--- src/rtl/mem_lsu_ysyx23060136_pkg.sv ---
// Shared definitions for the MEM-stage load/store unit: FSM states, func3 size codes, AXI resp codes.
package mem_lsu_ysyx23060136_pkg;

    typedef enum logic [2:0] {
        StIdle,
        StRaddr,
        StRdata,
        StWreq,
        StWresp,
        StDone
    } lsu_state_e;

    localparam logic [2:0] Func3B  = 3'b000;
    localparam logic [2:0] Func3H  = 3'b001;
    localparam logic [2:0] Func3W  = 3'b010;
    localparam logic [2:0] Func3Bu = 3'b100;
    localparam logic [2:0] Func3Hu = 3'b101;

    localparam logic [1:0] RespOkay   = 2'b00;
    localparam logic [1:0] RespExokay = 2'b01;
    localparam logic [1:0] RespSlverr = 2'b10;
    localparam logic [1:0] RespDecerr = 2'b11;

endpackage

--- src/rtl/mem_lsu_ysyx23060136_align.sv ---
// Byte-lane steering: store data replication and strobes, load lane extraction and extension.
module mem_align_ysyx23060136
    import mem_lsu_ysyx23060136_pkg::*;
(
    input  logic [2:0]  i_func3,
    input  logic [1:0]  i_addr_lo,
    input  logic [31:0] i_st_data,
    input  logic [31:0] i_ld_raw,
    output logic [31:0] o_wdata,
    output logic [3:0]  o_wstrb,
    output logic [31:0] o_ld_data
);

    logic [7:0]  w_byte;
    logic [15:0] w_half;

    always_comb begin
        w_byte = i_ld_raw[{i_addr_lo, 3'b000} +: 8];
        w_half = i_addr_lo[1] ? i_ld_raw[31:16] : i_ld_raw[15:0];

        o_wdata = i_st_data;
        o_wstrb = 4'b1111;
        case (i_func3[1:0])
            2'b00: begin
                o_wdata = {4{i_st_data[7:0]}};
                o_wstrb = 4'b0001 << i_addr_lo;
            end
            2'b01: begin
                o_wdata = {2{i_st_data[15:0]}};
                o_wstrb = 4'b0011 << {i_addr_lo[1], 1'b0};
            end
            default: ;
        endcase

        o_ld_data = i_ld_raw;
        case (i_func3)
            Func3B:  o_ld_data = {{24{w_byte[7]}}, w_byte};
            Func3H:  o_ld_data = {{16{w_half[15]}}, w_half};
            Func3Bu: o_ld_data = {24'h0, w_byte};
            Func3Hu: o_ld_data = {16'h0, w_half};
            default: ;
        endcase
    end

endmodule

--- src/rtl/mem_lsu_ysyx23060136.sv ---
// MEM-stage load/store unit: one outstanding AXI4-Lite read or write per MEM instruction.
module mem_lsu_ysyx23060136
    import mem_lsu_ysyx23060136_pkg::*;
#(
    parameter int unsigned ADDR_W = 32,
    parameter int unsigned DATA_W = 32
) (
    input  logic              clk,
    input  logic              rst,
    input  logic              MEM_i_mem_to_reg,
    input  logic              MEM_i_write_mem,
    input  logic [2:0]        MEM_i_func3,
    input  logic [ADDR_W-1:0] MEM_i_ALU_ALUout,
    input  logic [DATA_W-1:0] MEM_i_rs2_data,
    input  logic              FORWARD_stallME,
    output logic              MEM_rvalid,
    output logic              MEM_wready,
    output logic [DATA_W-1:0] MEM_o_rdata,
    output logic              arvalid,
    input  logic              arready,
    output logic [ADDR_W-1:0] araddr,
    input  logic              rvalid,
    output logic              rready,
    input  logic [DATA_W-1:0] rdata,
    input  logic [1:0]        rresp,
    output logic              awvalid,
    input  logic              awready,
    output logic [ADDR_W-1:0] awaddr,
    output logic              wvalid,
    input  logic              wready,
    output logic [DATA_W-1:0] wdata,
    output logic [3:0]        wstrb,
    input  logic              bvalid,
    output logic              bready,
    input  logic [1:0]        bresp
);

    lsu_state_e        r_state, w_state_d;
    logic [DATA_W-1:0] r_rdata, r_wdata;
    logic [ADDR_W-1:0] r_araddr, r_awaddr;
    logic [3:0]        r_wstrb;
    logic [2:0]        r_func3;
    logic [1:0]        r_addr_lo;
    logic              r_aw_done, r_w_done;

    logic              w_idle, w_aw_ok, w_w_ok;
    logic [2:0]        w_al_func3;
    logic [1:0]        w_al_addr_lo;
    logic [DATA_W-1:0] w_st_wdata, w_ld_data;
    logic [3:0]        w_st_wstrb;
    logic              w_unused;

    // Bus errors are not reported to the pipeline.
    assign w_unused = ^{rresp, bresp};

    assign w_idle = (r_state == StIdle);

    // Live operands steer the store lanes in IDLE; the latched ones steer load extraction later.
    assign w_al_func3   = w_idle ? MEM_i_func3 : r_func3;
    assign w_al_addr_lo = w_idle ? MEM_i_ALU_ALUout[1:0] : r_addr_lo;

    mem_align_ysyx23060136 u_align (
        .i_func3   (w_al_func3),
        .i_addr_lo (w_al_addr_lo),
        .i_st_data (MEM_i_rs2_data),
        .i_ld_raw  (rdata),
        .o_wdata   (w_st_wdata),
        .o_wstrb   (w_st_wstrb),
        .o_ld_data (w_ld_data)
    );

    assign arvalid     = (r_state == StRaddr);
    assign rready      = (r_state == StRdata);
    assign awvalid     = (r_state == StWreq) & ~r_aw_done;
    assign wvalid      = (r_state == StWreq) & ~r_w_done;
    assign bready      = (r_state == StWresp);
    assign araddr      = r_araddr;
    assign awaddr      = r_awaddr;
    assign wdata       = r_wdata;
    assign wstrb       = r_wstrb;
    assign MEM_o_rdata = r_rdata;
    assign MEM_rvalid  = ~MEM_i_mem_to_reg | (r_state == StDone);
    assign MEM_wready  = ~MEM_i_write_mem | (r_state == StDone);

    assign w_aw_ok = r_aw_done | (awvalid & awready);
    assign w_w_ok  = r_w_done | (wvalid & wready);

    always_comb begin
        w_state_d = r_state;
        case (r_state)
            StIdle: begin
                if (MEM_i_mem_to_reg)     w_state_d = StRaddr;
                else if (MEM_i_write_mem) w_state_d = StWreq;
            end
            StRaddr: if (arready)            w_state_d = StRdata;
            StRdata: if (rvalid)             w_state_d = StDone;
            StWreq:  if (w_aw_ok && w_w_ok)  w_state_d = StWresp;
            StWresp: if (bvalid)             w_state_d = StDone;
            StDone:  if (!FORWARD_stallME)   w_state_d = StIdle;
            default:                         w_state_d = StIdle;
        endcase
    end

    always_ff @(posedge clk) begin
        if (rst) begin
            r_state   <= StIdle;
            r_rdata   <= '0;
            r_araddr  <= '0;
            r_awaddr  <= '0;
            r_wdata   <= '0;
            r_wstrb   <= '0;
            r_func3   <= '0;
            r_addr_lo <= '0;
            r_aw_done <= 1'b0;
            r_w_done  <= 1'b0;
        end else begin
            r_state <= w_state_d;
            if (w_idle && MEM_i_mem_to_reg) begin
                r_araddr  <= {MEM_i_ALU_ALUout[ADDR_W-1:2], 2'b00};
                r_func3   <= MEM_i_func3;
                r_addr_lo <= MEM_i_ALU_ALUout[1:0];
            end else if (w_idle && MEM_i_write_mem) begin
                r_awaddr  <= {MEM_i_ALU_ALUout[ADDR_W-1:2], 2'b00};
                r_wdata   <= w_st_wdata;
                r_wstrb   <= w_st_wstrb;
                r_aw_done <= 1'b0;
                r_w_done  <= 1'b0;
            end
            if (awvalid && awready) r_aw_done <= 1'b1;
            if (wvalid && wready)   r_w_done  <= 1'b1;
            if (rready && rvalid)   r_rdata   <= w_ld_data;
        end
    end

endmodule

--- config.mk ---
export PLATFORM = sky130hd
export DESIGN_NAME = mem_lsu_ysyx23060136
export DESIGN_NICKNAME = d
export VERILOG_FILES = /design/src/rtl/mem_lsu_ysyx23060136_pkg.sv /design/src/rtl/mem_lsu_ysyx23060136_align.sv /design/src/rtl/mem_lsu_ysyx23060136.sv
export SDC_FILE = /design/constraint.sdc
export NUM_CORES = 1
export LEC_CHECK = 0
export BUFFER_PORTS_ARGS = -buffer_cell sky130_fd_sc_hd__buf_2
export CELL_PAD_IN_SITES_DETAIL_PLACEMENT = 0
export CELL_PAD_IN_SITES_GLOBAL_PLACEMENT = 1
export CORE_ASPECT_RATIO = 0.8
export CORE_UTILIZATION = 36
export CTS_CLUSTER_SIZE = 20
export DETAILED_ROUTE_END_ITERATION = 12
export PLACE_DENSITY_LB_ADDON = 0.1
export SYNTH_ARGS = -nofsm -noshare
export SYNTH_HDL_FRONTEND = slang
export SYNTH_SLANG_ARGS = --single-unit
--- constraint.sdc ---
create_clock -name clk -period 5.1 [get_ports clk]
set_input_delay 0.765 -clock clk [delete_from_list [all_inputs] [get_ports clk]]
set_output_delay 0.765 -clock clk [all_outputs]
set_load 0.1 [all_outputs]
* Word level (Yosys, flattened, before mapping)
Cells that the tools add are included.
** Storage, ports and cells
- Flip-flop bits (word level) :: 138
- Bits of input ports :: 113
- Output and inout port bits :: 139
- Logic and storage cells :: 76
** Operators by class
- Equal/unequal tests :: 17
- Shift operators :: 3
- Muxes and demuxes :: 18
- Bitwise logic cells :: 13
- Reduce and logical (&&, ||, !) cells :: 15
** Operators by type and width (count)
- $pmux W32 S4 :: 1
- $pmux W32 S2 :: 1
- $shiftx A32 B6 Y8 :: 1
- $mux W3 :: 8
- $pmux W3 S6 :: 1
- $mux W16 :: 1
- $eq A3 B3 Y1 const B :: 4
- $ne A2 B1 Y1 const B :: 4
- $pmux W4 S2 :: 1
- $eq A3 B1 Y1 const B :: 2
- $eq A3 B2 Y1 const B :: 2
- $logic_and A1 B1 Y1 :: 6
- $logic_not A3 Y1 :: 2
- $ne A2 B2 Y1 const B :: 3
- $reduce_and A2 Y1 :: 3
- $reduce_and A6 Y1 :: 1
- $not A1 Y1 :: 5
- $and A1 B1 Y1 :: 4
- $mux W1 :: 4
- $or A1 B1 Y1 :: 4
- $reduce_bool A2 Y1 :: 2
- $shl A1 B2 Y4 const A :: 1
- $shl A2 B2 Y4 const A :: 1
- $ne A3 B3 Y1 const B :: 1
- other kinds (3) :: 3

* Logic depth before layout (Yosys ltp)
Gate-level depths: netlist (run 1).
- Depth after elaboration :: 7
- Gate-level depth with buffers :: 9
- Depth with buffers taken out :: 5

* Cells and area by module
From an unflattened synthesis (run 1), not the netlist that was laid out.
** Second synthesis, totals
- Cell total of the unflattened synthesis :: 830
- Area, all modules :: 6431.2 µm²
** By module, submodules not included
- mem_lsu_ysyx23060136 :: times used 1, cells each 640, area an instance 5024.8 µm², seq. area each 2762.6 µm²
- mem_align_ysyx23060136 :: times used 1, cells each 190, area an instance 1406.3 µm², seq. area each 0.0 µm²

* Worst setup path after synthesis (run 1)
No wires, ideal clock.
- Kind :: register -> register
- Start :: register r_state[1]
- End :: register r_rdata[20], in the netlist MEM_o_rdata[20]
- Setup time :: 0.134 ns
- Arrival time :: 4.110 ns
- Required time :: 4.966 ns
- Path slack :: 0.856 ns
- Cell stages (with the launch flop) :: 7
- Path buffers :: 1
- Clock period less this slack :: 4.244 ns
- Cell sequence :: dfxtp_1 nor3b_1 nand2_1 or3_1 o211ai_2 buf_2 a211oi_1
** On the way
- Elaborated cells on any way between the ends :: 12
- Classes of those cells :: 4 x eq/ne; 1 x shift; 4 x mux; 3 x reduce/logical
** RTL lines
- start: declaration :: RTL line mem_lsu_ysyx23060136.sv:38 : lsu_state_e r_state, w_state_d;
- start signal: assignment :: RTL line mem_lsu_ysyx23060136.sv:106 : r_state <= StIdle;
- start signal: assignment :: RTL line mem_lsu_ysyx23060136.sv:117 : r_state <= w_state_d;
- $eq A3 B2 Y1 :: RTL line mem_lsu_ysyx23060136.sv:73 : assign rready = (r_state == StRdata);
- named net rready :: RTL line mem_lsu_ysyx23060136.sv:23 : output logic rready,
- $logic_and A1 B1 Y1 :: RTL line mem_lsu_ysyx23060136.sv:131 : if (rready && rvalid) r_rdata <= w_ld_data;
- end signal: assignment :: RTL line mem_lsu_ysyx23060136.sv:131
- end: declaration :: RTL line mem_lsu_ysyx23060136.sv:39 : logic [DATA_W-1:0] r_rdata, r_wdata;
The timed path passes the listed nets, and every way through them passes these cells.
A chain may end at the register's enable or synchronous reset.

* Worst setup path in the final report (run 1)
- Start :: register r_state[1]
- End :: register r_rdata[19], in the netlist MEM_o_rdata[19]
** On the way
- Cells in the longest elaborated chain, start to end :: 4
- Elaborated cells on any way between the ends :: 12
- Classes of those cells :: 4 x eq/ne; 1 x shift; 4 x mux; 3 x reduce/logical
** RTL lines
- $logic_not A3 Y1 :: RTL line mem_lsu_ysyx23060136.sv:56 : assign w_idle = (r_state == StIdle);
- $mux W2 or $mux W3 (tied branches) :: RTL line mem_lsu_ysyx23060136.sv:60, mem_lsu_ysyx23060136.sv:59
- $shiftx A32 B6 Y8 (tied with other cells) :: RTL line mem_lsu_ysyx23060136_align.sv:18 : w_byte = i_ld_raw[{i_addr_lo, 3'b000} +: 8];
- $pmux W32 S4 :: RTL line mem_lsu_ysyx23060136_align.sv:36 : case (i_func3)
Several ways; a longest one is shown, not always the timed one.

==> out/metrics.cfg, run 1 <==
[logic_synthesis]
synth_top_area_share_pct=47.5
synth_largest_area_cell=dfxtp_1
muxShareOfSynthArea_pct=6.37
synth_top_family_by_area=simple AND/OR/NAND/NOR gates
synth.most_common_cell=nand2_1
netlist_area_um2=5820
synth-async-reset-ratio_pct=0
synth_compound_area_share_pct=19.9
synth_edf_count=0
synthFlopType=dfxtp_1
yosys-top-cells-area=dfxtp_1, nand2_1, a21oi_1, mux2i_1, a211oi_1
synthTopCellsByCount=nand2_1, dfxtp_1, a21oi_1
netlist_instances=716
yosysWarnings=0
yosys.area_share.xor_xnor_pct=0
yosysUniqueCellTypes=48
synthAdderAreaFrac_pct=0
synthSimpleGateAreaFrac_pct=21.3
ys_ff_latch=138
synth-seq-area-share_pct=47.5
avgSynthCellArea_um2=8.13

[clocking]
cts_setup_buffers=0
clock-sinks=138
clkTransAtPathRegs_ns=0.06
cts_hold_buf=0
cts.root.buffer_cell=clkbuf_16
cts_buffers=17
clk_latency_ns=0.41
postCtsResizedCells=0
cts_tree=done
cts_max_level=4
clk_path_buf_depth=2

[grt]
grt_pass1_vias=5256
track_usage_pct=22.3
grt_pass1_wl_um=28300
antenna_found_initial=0
overflow=0
grt_max_degree=85

[drt]
drtAntennaViolNets=0
wire_per_inst_um=16.2
wl_met3_um=1520
drt_iter0_drc=326
route.met2.wl_um=8330
drt-pass1-iter-count=5
routed-via-count=5827
drt-met1-wl_um=8680
vias_per_cell=5.02
wirelength_um=18800
routed.top_layer=met4
route.detailed.drc=0

[critical_path]
crit_end=MEM_o_rdata[19]
r2r_slack_ns=2.10
cp.required_ns=5.35
arrival_ns=3.25
crit_path_start=r_state[1]
critPathCaptureType=flip-flop
crit_fanout=21
cp_slowest_cell=o211ai_2
rr_startpoint=r_state[1]
crit_path_cell_trace=nor3b_1, and2_1, buf_4, nand2_1, o211ai_2, a211oi_1
r2r_end=MEM_o_rdata[19]
setup.worst_path.start_class=flip-flop
reg2reg_depth=6
cp_slowest_stage_delay_ns=0.64
path_class=flip-flop to flip-flop

[sta]
maxSlewViolCount=0
min_period_over_period_pct=58.7
rsz0062_at_grt=no
skew_ns=0.00923
setup_viol=0
tightest_slew_ns=0.994
max_freq_mhz=334
max_slew_margin_pct=33.5
hold_viol_final=0
setup_tns_ns=0
post-route-min-period_ns=3.00

[layout]
nets=1044
drive_gt1_share_pct=32.0
final_core_util_pct=48.9
final_cells=1160
areaGrowthSynthToFinish_pct=32.7

[place]
hpwlAfterDp_um=13100
place_inst=1127
io_buffer_count=243
gp_congestion=0.887

[outcome]
outcome=complete, no violations

[die]
pin_count=252
fp.dieW_um=144
start_util_pct=36.8
fp.coreArea_um2=15800
std_cell_rows=41
dieArea_um2=16700
die_y_um=116

[power]
finalPower_uw=5550
p_leak_uw=0.00344
irDropWorstVdd_mv=0.544
power.density_nw_per_um2=719

[flow_run]
max_cap_violations=0

[hold_path]
hp-class=flip-flop to flip-flop

-- kinds of logic (layout without fill, tap and decap cells) --
logic type | Yosys count | after routing
and+or+nand+nor | 302 | 302
AOI/OAI and AO/OA | 179 | 179
DFF | 138 | 138
buffers and inverters | 63 | 288
muxes | 33 | 33
other | 1 | 5
-- flip-flops by register name, indices dropped and copies added, names as in the netlist --
signal and count:
r_func3 3, wstrb 4, araddr 30, r_w_done 1
r_aw_done 1, r_addr_lo 2, r_state 3, wdata 32
MEM_o_rdata 32, awaddr 30
-- worst max-delay path, delay by kind of cell (launching register included) --
family,cells,cell delay (ns)
AO/OA/AOI/OAI,2,0.80
buffers and inverters,1,0.38
flip-flops,1,0.49
AND/OR/NAND/NOR,3,1.16
-- worst min-delay path by stage --
stage,from,end,depth (start not counted)
final,araddr[8],araddr[8],2
after global routing,awaddr[21],awaddr[21],2
after floorplan,r_func3[2],r_func3[2],2
after detailed placement,araddr[16],araddr[16],2
after CTS,araddr[13],araddr[13],2
after global placement,araddr[16],araddr[16],2
-- power by group --
| group | switching (µW) | internal (µW) | leakage (µW) | total, µW |
|---|---|---|---|---|
| Combinational | 2320 | 543 | 0.00203 | 2860 |
| Sequential | 139 | 1300 | 0.00112 | 1440 |
| Clock | 477 | 771 | 0.000285 | 1250 |
-- placed cells by master (no fill, tap or decap), types with 4 or more instances in the layout --
cell type and n:
buf_2 242, nand2_1 201, dfxtp_1 138, a21oi_1 89
nor2_1 57, a211oi_1 34, mux2i_1 27, nor3_1 17
clkbuf_16 17, o21ai_0 13, a21o_1 8, a221oi_1 8
a311oi_1 8, buf_4 8, inv_1 6, o221a_2 4
conb_1 4, clkbuf_8 4, clkinvlp_4 4
-- layout make-up --
class                      instances  area, µm²
fill                            1626       8080
multi-input combinational        518       2790
sequential                       138       2760
timing repair buffer             250       1270
clock buffer                      22        484
tap                              215        269
clock inverter                    10        114
inverter                           6       22.5
antenna                            1       2.50
-- layer usage --
metal,track usage [%],up-vias
met5,0,-
met4,6.53,0
met3,7.11,18
met2,33.9,211
met1,30.2,2709
li1,-,2889
-- through the flow --
step	hold slack, ns	cell area, µm²	worst slack (ns)
6_report	0.449	7720	2.10
3_3_place_gp	0.440	7120	2.25
4_1_cts	0.452	7720	2.14
5_1_grt	0.471	7720	1.81
3_5_place_dp	0.444	7120	2.19
2_1_floorplan	0.466	5830	0.856
Note: power is estimated with default switching activity, not from simulation.
==> run 2, diff against run 1 <==
Settings changed: CORE_UTILIZATION 36 to 30.
Clock period 5.1 ns to 2.75 ns, I/O delays scaled along.
==> out/metrics.cfg, run 2 (synthesized netlist as in run 1, its figures left out) <==
[clocking]
cts_buffers=17
clock-sinks=138
cts_max_level=4
cts_tree=done
cts.root.buffer_cell=clkbuf_16
clkTransAtPathRegs_ns=0.06
cts_setup_buffers=0
clk_latency_ns=0.42
clk_path_buf_depth=2
postCtsResizedCells=0
cts_hold_buf=0

[place]
gp_congestion=0.845
place_inst=1181
hpwlAfterDp_um=14100
place_ws_ns=0.469
io_buffer_count=243
dpl-instance-area_um2=7300

[layout]
nets=1055
final_cells=1214
drive_gt1_share_pct=33.0
stdcell_area_um2=7960
areaGrowthSynthToFinish_pct=36.8
multi_input_area_um2=2800
final_common_cell=buf_2
regArea_um2=2760
final_cell_mix=buf_2, nand2_1, dfxtp_1, a21oi_1, nor2_1
num-fill-cells=1986

[drt]
wirelength_um=19500
routed-via-count=5898
drt-pass1-iter-count=5
drt_iter0_drc=383
route.detailed.drc=0
wire_per_inst_um=16.1
drtAntennaViolNets=0
vias_per_cell=4.86

[sta]
hold_viol_final=0
tightest_slew_ns=0.854
setup_tns_ns=0
setup_viol=0
maxSlewViolCount=0
fin_ws_ns=0.247
min_period_over_period_pct=91.0
post-route-min-period_ns=2.50
max_slew_margin_pct=42.6
rsz0062_at_grt=no
whs_ns=0.235
max_freq_mhz=399
skew_ns=0.00854

[grt]
overflow=0
grt_pass1_vias=5493
grt_max_degree=67
antenna_found_initial=1
track_usage_pct=19.7
grt_pass1_wl_um=30300

[die]
fp.dieW_um=158
pin_count=252
start_util_pct=30.7
std_cell_rows=45
die_y_um=127
dieArea_um2=20000
fp.coreArea_um2=19000

[hold_path]
hp-class=input pin to flip-flop

[critical_path]
path_class=flip-flop to output pin
arrival_ns=2.09
cp_slowest_stage_delay_ns=0.52
crit_path_cell_trace=inv_1, or3_1, nor2_1, buf_2
cp.required_ns=2.34
setup.worst_path.start_class=flip-flop
critPathCaptureType=output pin
r2r_slack_ns=0.43
cp.buffers_inverters=2
cp_slowest_cell=dfxtp_1
crit_fanout=9
path_delay_family=buffers and inverters

[power]
irDropWorstVdd_mv=0.904
p_leak_uw=0.00355
power.density_nw_per_um2=1340

[outcome]
outcome=complete, no violations

[flow_run]
max_cap_violations=0

run 2: final cells by class:
type	instances	area share, %
Clock buffer	19	5.56
Antenna cell	1	0.0314
Clock inverter	13	2.67
Multi-Input combinational cell	518	35.2
Inverter	6	0.283
Tap cell	258	4.06
Timing Repair Buffer	261	17.5
Sequential cell	138	34.7
run 2: worst paths after layout:
path                                           from              to  depth (start not counted)
worst min register to register           araddr[13]      araddr[13]                          2
worst min-delay path            MEM_i_ALU_ALUout[5]       araddr[5]                          3
worst max register to register           r_state[2]  MEM_o_rdata[0]                          4
worst max-delay path                     r_state[0]         awvalid                          4
run 2: worst reg2reg max path, delay by kind of cell, from the launching register on:
family	cells	cell delay, ns
and+or+nand+nor	2	0.90
DFF	1	0.44
AOI/OAI and AO/OA	1	0.38
muxes	1	0.50
run 2: per-layer routing:
layer	global-route usage, %	part of all wire, %	vias to the layer above
li1	-	-	2922
met1	27.9	48	2758
met2	29.2	44	200
met3	5.53	7.3	18
met4	5.20	1.2	0
met5	0	0	-
run 2: per-stage QoR:
step	utilization (%)	power (µW)
after floorplan	-	7130
after global placement	38.5	8120
after detailed placement	38.5	8170
after CTS	41.9	10800
after global routing	41.9	11200
final	42.0	10700
run 2: where the power goes:
part,internal [µW],switching [µW]
registers,2410,260
clock network,1650,924
logic,1100,4340
total,5150,5520
==> run 3, diff against run 2 <==
Settings changed: ABC_AREA from default to 1.
==> out/metrics.cfg, run 3 <==
[hold_path]
hold_depth=3
min-delay-start=MEM_i_ALU_ALUout[20]
hold_end=araddr[20]
hp-class=input pin to flip-flop

[die]
fp.dieW_um=163
dieArea_um2=21400
pin_count=252
die_y_um=131
fp.coreArea_um2=20100
std_cell_rows=46
start_util_pct=31.1

[sta]
tightest_slew_ns=0.556
setup_tns_ns=0
fin_ws_ns=0.397
max_slew_margin_pct=62.9
hold_viol_final=0
max_freq_mhz=425
post-route-min-period_ns=2.35
maxSlewViolCount=0
rsz0062_at_grt=no
min_period_over_period_pct=85.6
skew_ns=0.0130
whs_ns=0.226
setup_viol=0

[logic_synthesis]
synthTopCellsByCount=nor2_1, nand2_1, o21ai_0
netlist_instances=900
avgSynthCellArea_um2=6.94
netlist_area_um2=6250
yosysUniqueCellTypes=32
synthFlopType=dfxtp_1
synth-async-reset-ratio_pct=0
synth_edf_count=0
synth-seq-area-share_pct=44.2
yosysWarnings=0
synth.most_common_cell=nor2_1
synth_largest_area_cell=dfxtp_1
ys_ff_latch=138
yosys-top-cells-area=dfxtp_1, o21ai_0, nor2_1, nand2_1, inv_1
synth_top_area_share_pct=44.2

[clocking]
cts_buffers=17
postCtsResizedCells=0
cts_max_level=4
cts_hold_buf=0
clk_path_buf_depth=2
cts_setup_buffers=0
cts.root.buffer_cell=clkbuf_16
cts_tree=done
clock-sinks=138
clk_latency_ns=0.42
clkTransAtPathRegs_ns=0.07

[flow_run]
max_cap_violations=0

[critical_path]
path_delay_family=buffers and inverters
critPathCaptureType=output pin
reg2reg_depth=8
r2r_slack_ns=0.59
cp.required_ns=2.34
r2r_end=MEM_o_rdata[8]
cp_slowest_stage_delay_ns=0.53
crit_fanout=9
crit_path_cell_trace=inv_2, nor3_1, inv_1, nand2_1, buf_2
setup.worst_path.start_class=flip-flop
cp.buffers_inverters=3
cp_slowest_cell=dfxtp_1
arrival_ns=1.94
rr_startpoint=r_state[0]
path_class=flip-flop to output pin

[layout]
final_common_cell=buf_2
final_core_util_pct=41.5
final_cell_mix=buf_2, nor2_1, nand2_1, o21ai_0, dfxtp_1
nets=1232
final_cells=1398
drive_gt1_share_pct=28.8
areaGrowthSynthToFinish_pct=33.5

[grt]
antenna_found_initial=4
overflow=0
grt_pass1_vias=5964
track_usage_pct=19.8
grt_max_degree=74
grt_pass1_wl_um=32500

[place]
hpwlAfterDp_um=14500
io_buffer_count=243
gp_congestion=0.781
place_inst=1364
place_ws_ns=0.580

[drt]
wirelength_um=20900
route.detailed.drc=0
wire_per_inst_um=15.0
drt_iter0_drc=321
routed-via-count=6218
vias_per_cell=4.45
drtAntennaViolNets=0
drt-pass1-iter-count=5

[outcome]
outcome=complete, no violations

[power]
irDropWorstVdd_mv=0.693
power.density_nw_per_um2=1410
p_leak_uw=0.00445

==> run 3: final cells by class <==
type,count,area (µm²)
fill,2238,11700
multi-input combinational,612,2870
sequential,138,2760
timing repair buffer,257,1360
clock buffer,18,439
inverter,93,349
tap,264,330
clock inverter,14,233
antenna,2,5.00
==> run 3: kinds of logic (layout without fill, tap and decap cells) <==
group | count (synthesis) | in the layout | synth area share, %
other | 1 | 6 | 0.0600
AO/OA/AOI/OAI | 222 | 222 | 19.6
buffers and inverters | 153 | 382 | 10.4
flip-flops | 138 | 138 | 44.2
AND/OR/NAND/NOR | 386 | 386 | 25.7
==> run 3: worst reg2reg max path: cells and delay by family, from the launching register on <==
family,cells,cell delay [ns]
compound gates,2,0.35
buf+inv,2,0.55
flops,1,0.53
simple gates,4,0.63
==> run 3: worst max-delay path by stage <==
| stage | start | endpoint | slack [ns] | depth (start not counted) |
|---|---|---|---|---|
| 2_1_floorplan | r_state[2] | r_state[1] | 0.33 | 9 |
| 3_3_place_gp | r_state[0] | MEM_o_rdata[8] | 0.62 | 8 |
| 3_5_place_dp | r_state[0] | MEM_o_rdata[8] | 0.58 | 8 |
| 4_1_cts | r_state[0] | MEM_rvalid | 0.36 | 5 |
| 5_1_grt | r_state[0] | MEM_wready | 0.22 | 5 |
| 6_report | r_state[0] | MEM_rvalid | 0.40 | 5 |
==> run 3: through the flow <==
| step | total power [µW] | cell area [µm²] |
|---|---|---|
| after detailed placement | 9180 | 7670 |
| after global placement | 9170 | 7670 |
| after CTS | 11900 | 8340 |
| after global routing | 12400 | 8340 |
| final | 11800 | 8340 |
| after floorplan | 8010 | 6270 |
==> run 3: routing by layer <==
metal / track usage [%] / wire length, µm
met3: 7.58 / 1810
met5: 0 / 13
met4: 5.94 / 193
met2: 29.7 / 8980
met1: 26.2 / 9930
==> run 3: power by group <==
group          switching [µW]  internal [µW]  total, µW  leakage (µW)
sequential                246           2470       2710       0.00113
clock                     996           1660       2660      0.000326
combinational            5320           1070       6380       0.00300
total                    6560           5200      11800       0.00445
